## src/rtl/msrh_disp_rcv_buffer.sv

```systemverilog
// Receiving end of the dispatch interface: a small in-order FIFO of dispatch
// groups with first-word-fallthrough output, registered occupancy and flush.
module msrh_disp_rcv_buffer #(
  parameter int unsigned DEPTH     = 4,
  parameter int unsigned DISP_SIZE = 5,
  parameter int unsigned DISP_W    = 64,
  parameter int unsigned CMT_BLK_W = 5,
  parameter int unsigned VADDR_W   = 39
) (
  input  logic                          i_clk,
  input  logic                          i_reset_n,
  input  logic                          i_disp_valid,
  input  logic [CMT_BLK_W-1:0]          i_disp_cmt_id,
  input  logic [VADDR_W-2:0]            i_disp_pc_addr,
  input  logic [DISP_SIZE*DISP_W-1:0]   i_disp_inst,
  output logic                          o_disp_ready,
  output logic                          o_grp_valid,
  output logic [CMT_BLK_W-1:0]          o_grp_cmt_id,
  output logic [VADDR_W-2:0]            o_grp_pc_addr,
  output logic [DISP_SIZE*DISP_W-1:0]   o_grp_inst,
  input  logic                          i_grp_ready,
  input  logic                          i_flush_valid,
  output logic [$clog2(DEPTH+1)-1:0]    o_count
);

  localparam int unsigned PTR_W  = $clog2(DEPTH);
  localparam int unsigned CNT_W  = $clog2(DEPTH+1);
  localparam int unsigned INST_W = DISP_SIZE * DISP_W;

  logic [CMT_BLK_W-1:0] cmt_id_mem [DEPTH];
  logic [VADDR_W-2:0]   pc_mem     [DEPTH];
  logic [INST_W-1:0]    inst_mem   [DEPTH];

  logic [PTR_W-1:0] wr_ptr;
  logic [PTR_W-1:0] rd_ptr;
  logic [CNT_W-1:0] count;
  logic             enq;
  logic             deq;

  // Ready depends only on the registered count, so a dequeue in the full
  // cycle does not open the door until the following cycle.
  assign o_disp_ready = (count < CNT_W'(DEPTH));
  assign o_grp_valid  = (count != '0);
  assign o_count      = count;

  assign enq = i_disp_valid & o_disp_ready & ~i_flush_valid;
  assign deq = o_grp_valid & i_grp_ready & ~i_flush_valid;

  always_ff @(posedge i_clk) begin
    if (enq) begin
      cmt_id_mem[wr_ptr] <= i_disp_cmt_id;
      pc_mem[wr_ptr]     <= i_disp_pc_addr;
      inst_mem[wr_ptr]   <= i_disp_inst;
    end
  end

  always_ff @(posedge i_clk or negedge i_reset_n) begin
    if (!i_reset_n) begin
      wr_ptr <= '0;
      rd_ptr <= '0;
      count  <= '0;
    end else if (i_flush_valid) begin
      wr_ptr <= '0;
      rd_ptr <= '0;
      count  <= '0;
    end else begin
      if (enq) wr_ptr <= wr_ptr + PTR_W'(1);
      if (deq) rd_ptr <= rd_ptr + PTR_W'(1);
      case ({enq, deq})
        2'b10:   count <= count + CNT_W'(1);
        2'b01:   count <= count - CNT_W'(1);
        default: count <= count;
      endcase
    end
  end

  assign o_grp_cmt_id  = cmt_id_mem[rd_ptr];
  assign o_grp_pc_addr = pc_mem[rd_ptr];
  assign o_grp_inst    = inst_mem[rd_ptr];

  // A stalled master must keep its offer unchanged until it is accepted.
  disp_hold_stable: assert property (
    @(posedge i_clk) disable iff (!i_reset_n)
    (i_disp_valid && !o_disp_ready) |=>
      (i_disp_valid && $stable(i_disp_cmt_id) && $stable(i_disp_pc_addr) &&
       $stable(i_disp_inst))
  );

endmodule

```

## config.mk

```make
export PLATFORM = sky130hd
export DESIGN_NAME = msrh_disp_rcv_buffer
export DESIGN_NICKNAME = d
export VERILOG_FILES = /design/src/rtl/msrh_disp_rcv_buffer.sv
export SDC_FILE = /design/constraint.sdc
export NUM_CORES = 1
export LEC_CHECK = 0
export CORE_MARGIN = 8
export CORE_UTILIZATION = 54
export CTS_CLUSTER_SIZE = 16
export DETAILED_ROUTE_END_ITERATION = 6
export PLACE_DENSITY = 0.77
export SYNTH_ARGS = -nofsm -noshare
export SYNTH_HDL_FRONTEND = slang
export SYNTH_SLANG_ARGS = --single-unit
export TNS_END_PERCENT = 20
```

## constraint.sdc

```tcl
create_clock -name i_clk -period 12.1 [get_ports i_clk]
set_clock_uncertainty 0.05 [all_clocks]
set_input_delay 3.63 -clock i_clk [delete_from_list [all_inputs] [get_ports i_clk]]
set_output_delay 3.63 -clock i_clk [all_outputs]
set_load 0.02 [all_outputs]
```

==> results.yml <==
outcome:
  status: "finished clean"
synth:
  synth_edf_count: 1452
  synth_nets: 2327
  synth-seq-cells: 1459
  netlist_area_um2: 53200
  postSynthAreaPerCell_um2: 27.2
  seq_area_frac_synth_pct: 82.3
  ys_dominant_reg_cell: "edfxtp_1"
  ys_types: 27
  synthArstFlopShare_pct: 0.480
  synth_cells: 1954
  ys_warn_count: 0
min_path:
  holdPathEnd: "wr_ptr[0]"
  min_delay_path_depth: 2
  worstHoldStart: "wr_ptr[0]"
  hold_class: "register to register"
routing:
  wl_um: 120000
  remaining_drc_errors: 0
  dr.pass1.iters: 5
  avgRoutedWirePerCell_um: 28.6
  viasPerCell: 5.78
  drt_iter0_markers: 2122
  ant_nets: 0
  via_count: 24307
timing:
  min_period_ns: 7.92
  final-max-slew-violation-count: 0
  fmax_ghz: 0.126
  finalHoldViolCount: 0
  relSlewSlack_pct: 19.5
  rsz0062_at_grt: "no"
  hold_slack_ns: 0.586
  worst_pin_slew_ns: 1.21
  min_period_over_period_pct: 65.4
  setup_viol: 0
  setup_tns_ns: 0
power:
  power.total_uw: 11300
  combPwrFrac_pct: 12.4
  peakVddDrop_uv: 157
  p_clk_share_pct: 36.6
  p_int_uw: 8760
  p_seq_share_pct: 51.0
  p_leak_uw: 0.0204
  switching_share_pct: 22.8
  netSwitchingPower_uw: 2580
  cellPowerDensity_nw_per_um2: 172
clock_tree:
  cts_max_level: 4
  clockRootBuffer: "clkbuf_16"
  cts_sinks: 1459
  hold_buffers: 0
  post_cts_resized: 0
  clock_latency_ns: 0.74
  clk_pin_slew_ns: 0.06
  clockBufferDepth: 3
  cts_setup_buffers: 0
  cts_buffers: 144
  cts_tree: "built"
finish:
  fillCellCount: 5843
  syn2layout_area_growth_pct: 24.1
  fin_nets: 3144
  final_layout_size_suffix_gt1_share_pct: 19.9
  fin_util_pct: 67.4
critical_path:
  reg2reg_to: "cmt_id_mem[2][3]"
  crit_fanout: 87
  slowest_stage: "dfrtp_4"
  reg2reg_slack_ns: 8.19
  max_stage_delay_ns: 1.18
  r2r_start: "o_count[2]"
  critPathTopFamily: "buffers and inverters"
  worstSetupEndpointType: "output pin"
  crit_type: "register to output pin"
  cp_data_required_time_ns: 8.42
  worst-r2r-cell-count: 5
  crit_buf_inv: 3
  cp-start-kind: "register"
  crit_chain: "buf_12, buf_4, mux4_2, clkdlybuf4s50_1"
  cp_data_arrival_time_ns: 4.24
floorplan:
  row_count: 115
  start_util_pct: 54.3
  die_h_um: 330
  coreArea_um2: 98000
  design.die.area_um2: 109000
  ioPinCount: 736
  fp.dieW_um: 330
placed_design:
  hpwlAfterDp_um: 73900
  gp_congestion: 0.802
  io_buffers: 735
global_route:
  grt_pass1_wl_um: 172000
  grt_pass1_vias: 26113
  overflow: 0
  grt_max_degree: 153
  antenna_found_initial: 46
  track_usage_pct: 21.7
flow_run:
  drv_cap: 0
cells by family after synthesis:
family	after synthesis	share of synthesized area, %
AND/OR/NAND/NOR	24	0.223
XOR/XNOR	4	0.0658
buffers and inverters	88	1.83
flip-flops	1459	82.3
multiplexers	363	15.4
adder cells (fa/ha/maj)	5	0.132
AO/OA/AOI/OAI	11	0.122
power groups by stage:
| stage | registers, uW | logic (uW) | clock network, uW |
|---|---|---|---|
| floorplan | 5890 | 808 | 0 |
| global placement | 5880 | 1400 | 0 |
| detailed placement | 5890 | 1410 | 0 |
| CTS | 5790 | 1420 | 4240 |
| global route | 5800 | 1460 | 4420 |
| finish | 5790 | 1400 | 4150 |
layer usage:
metal	part of all wire, %	track usage [%]
met3	8.3	6.67
met2	52	36.6
met5	0.11	0
met1	35	25.3
met4	4.2	11.2
layout by cell type (no fill, tap or decap), types with 4 or more instances in the layout:
| master | count |
|---|---|
| mux4_2 | 363 |
| diode_2 | 38 |
| clkinv_1 | 40 |
| clkinvlp_4 | 5 |
| o21ai_0 | 4 |
| clkbuf_1 | 34 |
| a21oi_1 | 5 |
| buf_12 | 12 |
| nor2_1 | 8 |
| dfrtp_1 | 5 |
| clkbuf_16 | 150 |
| and2_4 | 4 |
| inv_6 | 5 |
| ha_1 | 4 |
| clkinv_2 | 15 |
| clkdlybuf4s50_1 | 735 |
| edfxtp_1 | 1452 |
| buf_4 | 9 |
per-stage QoR:
step | instances | area (um2) | worst slack (ns)
3_5_place_dp | 3912 | 61500 | 4.50
2_1_floorplan | 1954 | 53200 | 3.02
3_3_place_gp | 3912 | 61500 | 4.58
4_1_cts | 4171 | 65900 | 4.06
6_report | 4209 | 66000 | 4.18
5_1_grt | 4201 | 66000 | 4.00
worst min-delay path, stage by stage (launching register included):
cell and delay (ns):
dfrtp_1 0.42, xnor2_1 0.10, nor2_1 0.08
synthesized netlist by cell type, types with 2 or more instances:
| cell | number | area (um2) |
|---|---|---|
| buf_2 | 40 | 200 |
| nand2_1 | 3 | 11.3 |
| clkbuf_1 | 3 | 11.3 |
| nand3_1 | 2 | 10.0 |
| o21ai_0 | 4 | 20.0 |
| mux4_2 | 363 | 8180 |
| dfrtp_1 | 7 | 175 |
| buf_12 | 33 | 661 |
| a21oi_1 | 5 | 25.0 |
| xor2_1 | 2 | 17.5 |
| xnor2_1 | 2 | 17.5 |
| nor2_1 | 8 | 30.0 |
| nor2b_1 | 2 | 12.5 |
| buf_6 | 7 | 78.8 |
| inv_1 | 3 | 11.3 |
| and2_1 | 5 | 31.3 |
| edfxtp_1 | 1452 | 43600 |
| ha_1 | 4 | 50.1 |
how the worst max path moves through the flow:
stage                       from          endpoint  slack (ns)  cells after the start
floorplan           i_disp_valid  cmt_id_mem[0][0]        3.02                      4
global placement    i_disp_valid  inst_mem[2][122]        4.58                      6
detailed placement  i_disp_valid   inst_mem[0][21]        4.50                      6
CTS                    rd_ptr[1]   o_grp_inst[166]        4.06                      4
global route           rd_ptr[1]   o_grp_inst[166]        4.00                      4
finish                 rd_ptr[1]   o_grp_inst[141]        4.18                      4
area by class of cell:
type | count | area (um2) | area share [%]
antenna | 38 | 95.1 | 0.144
clock buffer | 184 | 3880 | 5.88
timing repair buffer | 756 | 7660 | 11.6
inverter | 3 | 11.3 | 0.0171
clock inverter | 75 | 517 | 0.782
multi-input combinational | 407 | 8470 | 12.8
sequential | 1459 | 43800 | 66.3
tap | 1287 | 1610 | 2.44
flip-flops by register name (all words and copies together), names as in the netlist:
signal and cells:
rd_ptr 2, wr_ptr 2, o_count 3, pc_mem 152, cmt_id_mem 20, inst_mem 1280
Power figures use the tool's default switching activity.
